**config.mk**
```make
export PLATFORM = sky130hd
export DESIGN_NAME = core_scheduler
export DESIGN_NICKNAME = d
export VERILOG_FILES = /design/src/rtl/gpu_pkg.sv /design/src/rtl/core_scheduler_thread_mask_gen.sv /design/src/rtl/core_scheduler.sv
export SDC_FILE = /design/constraint.sdc
export NUM_CORES = 1
export LEC_CHECK = 0
export ABC_AREA = 1
export BUFFER_PORTS_ARGS = -buffer_cell sky130_fd_sc_hd__buf_2
export CORE_MARGIN = 1
export CORE_UTILIZATION = 43
export CTS_CLUSTER_DIAMETER = 40
export DETAILED_ROUTE_END_ITERATION = 12
export PLACE_DENSITY = 0.82
export SYNTH_ARGS = -nofsm -noshare
export SYNTH_HDL_FRONTEND = slang
export SYNTH_HIERARCHICAL = 1
export SYNTH_SLANG_ARGS = --single-unit
```
**constraint.sdc**
```tcl
create_clock -name clk -period 3.8 [get_ports clk]
set_clock_uncertainty 0.1 [all_clocks]
set_input_delay 0.19 -clock clk [delete_from_list [all_inputs] [get_ports clk]]
set_output_delay 0.19 -clock clk [all_outputs]
set_load 0.005 [all_outputs]
```
**src/rtl/gpu_pkg.sv**
```systemverilog
// Shared core-state encoding and sizing helpers for the scheduler, ALUs, LSUs and dispatcher.
package gpu_pkg;

  // Encoding is consumed by the lane units; do not reorder.
  typedef enum logic [2:0] {
    IDLE    = 3'd0,
    FETCH   = 3'd1,
    DECODE  = 3'd2,
    REQUEST = 3'd3,
    WAIT    = 3'd4,
    EXECUTE = 3'd5,
    UPDATE  = 3'd6,
    DONE    = 3'd7
  } core_state_t;

  function automatic int THREAD_CNT_W(input int threads);
    return $clog2(threads) + 1;
  endfunction

endpackage

```
**src/rtl/core_scheduler_thread_mask_gen.sv**
```systemverilog
// Converts an active-lane count into a low-order fill mask; counts above the lane total saturate.
module thread_mask_gen
  import gpu_pkg::*;
#(
  parameter int THREADS_PER_BLOCK = 4
) (
  input  logic [THREAD_CNT_W(THREADS_PER_BLOCK)-1:0] thread_count,
  output logic [THREADS_PER_BLOCK-1:0]               mask
);

  always_comb begin
    mask = '0;
    for (int i = 0; i < THREADS_PER_BLOCK; i++) begin
      mask[i] = (int'(thread_count) > i);
    end
  end

endmodule

```
**src/rtl/core_scheduler.sv**
```systemverilog
// Per-core instruction sequencer driving the shared core_state bus and the block PC.
// Optional lane-PC divergence detection is built when DIVERGENCE_CHECK_EN is defined.
//
//   state   | meaning
//   IDLE    | waiting for dispatcher start; lane mask latched on launch
//   FETCH   | waiting for fetcher to return instruction at current_pc
//   DECODE  | decoder works on fetched instruction
//   REQUEST | LSUs issue memory requests
//   WAIT    | stalled until every active lane's LSU is idle
//   EXECUTE | ALUs compute, result registered at end of cycle
//   UPDATE  | RET retires block, else PC advances from lane 0
//   DONE    | done asserted until dispatcher drops start
module core_scheduler
  import gpu_pkg::*;
#(
  parameter int THREADS_PER_BLOCK = 4,
  parameter int PC_WIDTH          = 8
) (
  input  logic                                      clk,
  input  logic                                      rst_n,
  input  logic                                      start,
  input  logic [THREAD_CNT_W(THREADS_PER_BLOCK)-1:0] thread_count,
  input  logic                                      fetch_done,
  input  logic                                      decoded_ret,
  input  logic [THREADS_PER_BLOCK-1:0]              lsu_busy,
  input  logic [THREADS_PER_BLOCK*PC_WIDTH-1:0]     next_pc,
  output core_state_t                               core_state,
  output logic [PC_WIDTH-1:0]                       current_pc,
  output logic                                      done,
  output logic                                      diverged
);

  core_state_t                  state_q, state_d;
  logic [PC_WIDTH-1:0]          pc_q, pc_d;
  logic                         done_q, done_d;
  logic                         div_q, div_d;
  logic [THREADS_PER_BLOCK-1:0] mask_q, mask_d;
  logic [THREADS_PER_BLOCK-1:0] mask_new;
  logic [PC_WIDTH-1:0]          lane0_pc;
  logic                         lane_mismatch;

  thread_mask_gen #(
    .THREADS_PER_BLOCK(THREADS_PER_BLOCK)
  ) u_mask_gen (
    .thread_count(thread_count),
    .mask        (mask_new)
  );

  assign lane0_pc = next_pc[PC_WIDTH-1:0];

`ifdef DIVERGENCE_CHECK_EN
  always_comb begin
    lane_mismatch = 1'b0;
    for (int i = 1; i < THREADS_PER_BLOCK; i++) begin
      if (mask_q[i] && (next_pc[i*PC_WIDTH +: PC_WIDTH] != lane0_pc)) begin
        lane_mismatch = 1'b1;
      end
    end
  end
`else
  logic unused_lane_pcs;
  assign unused_lane_pcs = ^next_pc[THREADS_PER_BLOCK*PC_WIDTH-1:PC_WIDTH];
  assign lane_mismatch   = 1'b0;
`endif

  always_comb begin
    state_d = state_q;
    pc_d    = pc_q;
    done_d  = done_q;
    div_d   = div_q;
    mask_d  = mask_q;
    unique case (state_q)
      IDLE: begin
        if (start) begin
          state_d = FETCH;
          mask_d  = mask_new;
          div_d   = 1'b0;
        end
      end
      FETCH: begin
        if (fetch_done) state_d = DECODE;
      end
      DECODE:  state_d = REQUEST;
      REQUEST: state_d = WAIT;
      WAIT: begin
        if (~|(lsu_busy & mask_q)) state_d = EXECUTE;
      end
      EXECUTE: state_d = UPDATE;
      UPDATE: begin
        if (decoded_ret) begin
          state_d = DONE;
          done_d  = 1'b1;
        end else if (lane_mismatch) begin
          // Lanes disagree on the next PC: stop rather than silently follow lane 0.
          state_d = DONE;
          done_d  = 1'b1;
          div_d   = 1'b1;
        end else begin
          state_d = FETCH;
          pc_d    = lane0_pc;
        end
      end
      DONE: begin
        if (!start) begin
          state_d = IDLE;
          done_d  = 1'b0;
          pc_d    = '0;
        end
      end
      default: state_d = IDLE;
    endcase
  end

  always_ff @(posedge clk or negedge rst_n) begin
    if (!rst_n) begin
      state_q <= IDLE;
      pc_q    <= '0;
      done_q  <= 1'b0;
      div_q   <= 1'b0;
      mask_q  <= '0;
    end else begin
      state_q <= state_d;
      pc_q    <= pc_d;
      done_q  <= done_d;
      div_q   <= div_d;
      mask_q  <= mask_d;
    end
  end

  assign core_state = state_q;
  assign current_pc = pc_q;
  assign done       = done_q;
  assign diverged   = div_q;

endmodule

```
==> results_dict.tcl <==
set metrics [dict create \
    die_height_um 46.3 \
    floorplan.core_area_mm2 0.00178 \
    cts_tree "done" \
    totalNegativeSetupSlack_ns 0 \
    synth_area_leader_cell "sky130_fd_sc_hd__dfrtp_1" \
    diodes 0 \
    route.final.wire_length_mm 1.79 \
    h-tree-depth 1 \
    num_vias 807 \
    clk_latency_ns 0.28 \
    power_leakage_nw 0.613 \
    drt_pre_antenna_iters 4 \
    grt_pass1_wl_mm 2.67 \
    initial_utilization_pct 47.2 \
    hold-path-cell-count 3 \
    ys_seq_elements 16 \
    first_global_vias 646 \
    wl_met3_um 65 \
    numClockSinks 16 \
    track_usage_pct 17.7 \
    final-hold-violation-count 0 \
    post_cts_buffers 0 \
    maxCapViolCount 0 \
    drive_gt1_share_pct 28.3 \
    most_used_cells_in_the_layout_excluding_fill_and_tap_cells "sky130_fd_sc_hd__nand2_1 (32), sky130_fd_sc_hd__buf_2 (31), sky130_fd_sc_hd__nand3_1 (24), sky130_fd_sc_hd__dfrtp_1 (16), sky130_fd_sc_hd__inv_1 (10)" \
    cts_made_buffers 3 \
    report.final.setup_viol 0 \
    timing.critical_path.required_ns 3.88 \
    total_die_area_mm2 0.00214 \
    layout-area-overhead-vs-synth_pct 21.8 \
    clkPwrFrac_pct 12.4 \
    synth.net_count 152 \
    worst-endpoint-arrival_ns 1.57 \
    nFillCells 179 \
    synth.top_cell.area_share_pct 47.5 \
    ctsLongestPathBuffers 2 \
    end_kind "flop" \
    synthTopCellsByArea "sky130_fd_sc_hd__dfrtp_1 (48%), sky130_fd_sc_hd__nand3_1 (14%), sky130_fd_sc_hd__nand2_1 (14%)" \
    top_layer_used "met4" \
    grt_antenna_before_repair 0 \
    rr_endpoint "core_state[2]$_DFFE_PN0P_" \
    clock_pin_slew_reported_for_the_worst_setup_and_hold_paths_after_clock_tree_synthesis_ns 0.09 \
    grt.overflow.total 0 \
    share_comb_of_total_power_pct 43.0 \
    synth.yosys.seq_area_share_pct 47.5 \
    min_delay_worst_endpoint "current_pc[6]$_DFFE_PN0P_" \
    pre_cts_setup_slack_ns 2.35 \
    setup_ws_ns 2.31 \
    maxClockFrequency_ghz 0.673 \
    maxSlewViolCount 0 \
    layout.nets 184 \
    drt-met1-wl_um 826 \
    min_period_over_period_pct 39.1 \
    ir_worst_vdd_uv 287 \
    gp_routability_congestion 0.873 \
    detail-route-antenna-nets 0 \
    grt_max_degree 17 \
    met2_length_um 857 \
    synth_cell_types 20 \
    p_seq_share_pct 44.6 \
    initialDrtViolationCount 8 \
    setup.reg_to_reg.worst_slack_ns 2.31 \
    hold_class "input port to flop" \
    clock_period_minus_worst_slack_ns 1.49 \
    yosysWarnings 6 \
    cellPowerDensity_mw_per_mm2 681 \
    power.net_switching_uw 294 \
    placed_cells 159 \
    fin_cells 163 \
    routed_via_density 4.95 \
    status "complete, no violations" \
    holdBufCountCts 1 \
    reg2reg_depth 7 \
    worst_setup_path_start_kind "flop" \
    row_count 15 \
    postCtsResizedCells 0 \
    post_drt_wl_per_cell_um 11.0 \
    power.share.switching_pct 42.1 \
    drc_errors 0 \
    r2r-start "core_state[1]$_DFFE_PN0P_" \
    place.detailed.hpwl_mm 1.30 \
    crit_path_max_fanout 11 \
    pin_count 57 \
    critical_path_class "flop to flop" \
    cell_internal_pwr_uw 405 \
    die_w_um 46.3 \
    clock_tree.root_cell "sky130_fd_sc_hd__clkbuf_4" \
    synth.cell_area_um2 842 \
    layout_commonest_cell "sky130_fd_sc_hd__nand2_1" \
    numPortBuffers 31 \
    post_synth.cell_area_avg_um2 7.80 \
    rsz_0062_raised_after_global_routing "false" \
    netlist_instances 108 \
    timing.hold.worst.start "next_pc[6]" \
]
==> power groups by stage <==
stage	registers (mW)	logic (mW)	clock network, mW
global placement	0.307	0.291	0
CTS	0.309	0.304	0.0902
global route	0.320	0.349	0.0970
floorplan	0.291	0.233	0
finish	0.311	0.301	0.0866
detailed placement	0.312	0.302	0
==> synthesized netlist by cell type, drive strengths merged <==
cell type and number:
nor2 8, nand3 24, o21ai 6, inv 11
dfrtp 16, buf 4, clkbuf 1, conb 1
nand2 33, or2 1, nor3 1, nand4 2
==> registers in the layout, indices dropped and copies added, names as in the netlist <==
register    cells
done            1
current_pc      8
core_state      3
mask_q          4
==> cells by family (layout without fill, tap and decap cells) <==
logic type	after synthesis	after routing	synth area share (%)
other	1	1	0.445
buffers and inverters	16	46	9.06
and+or+nand+nor	69	69	39.4
AOI/OAI and AO/OA	6	6	3.57
DFF	16	16	47.5
==> how the worst max path moves through the flow <==
stage                                    from                   endpoint  slack, ns
CTS                 core_state[1]$_DFFE_PN0P_  core_state[2]$_DFFE_PN0P_       2.33
floorplan           core_state[0]$_DFFE_PN0P_  core_state[2]$_DFFE_PN0P_       2.55
finish              core_state[1]$_DFFE_PN0P_  core_state[2]$_DFFE_PN0P_       2.31
detailed placement  core_state[1]$_DFFE_PN0P_  core_state[2]$_DFFE_PN0P_       2.35
global placement    core_state[1]$_DFFE_PN0P_  core_state[2]$_DFFE_PN0P_       2.38
global route        core_state[1]$_DFFE_PN0P_  core_state[2]$_DFFE_PN0P_       2.18
==> final cells by class <==
cell class	count	area (um2)	area share, %
timing repair buffer	32	165	16.1
inverter	11	41.3	4.02
multi-input combinational	76	365	35.6
sequential	16	400	39.0
clock buffer	3	22.5	2.20
tap	25	31.3	3.05
==> worst max-delay path, cell delays in order (launching register included) <==
cell,delay [ns]
sky130_fd_sc_hd__dfrtp_1,0.51
sky130_fd_sc_hd__inv_1,0.12
sky130_fd_sc_hd__nor2_4,0.25
sky130_fd_sc_hd__nand2_4,0.14
sky130_fd_sc_hd__nand3_1,0.09
sky130_fd_sc_hd__inv_1,0.04
sky130_fd_sc_hd__nand3_1,0.07
sky130_fd_sc_hd__nand2_1,0.05
==> per-layer routing <==
layer	vias to the layer above	GRT usage [%]
li1	404	-
met1	372	22.2
met2	26	28.5
met3	5	3.92
met4	0	8.82
met5	-	0
==> per-stage QoR <==
| step | hold slack [ns] | cell area (um2) | utilization, % | power, mW |
|---|---|---|---|---|
| 4_1_cts | 0.0243 | 1030 | 57.5 | 0.703 |
| 6_report | 0.0318 | 1030 | 57.5 | 0.699 |
| 3_3_place_gp | 0.0140 | 993 | 55.7 | 0.598 |
| 5_1_grt | 0.0315 | 1030 | 57.5 | 0.766 |
| 2_1_floorplan | -0.206 | 842 | - | 0.523 |
| 3_5_place_dp | 0.0238 | 993 | 55.7 | 0.614 |
No activity file was read; power rests on OpenSTA's default activity.
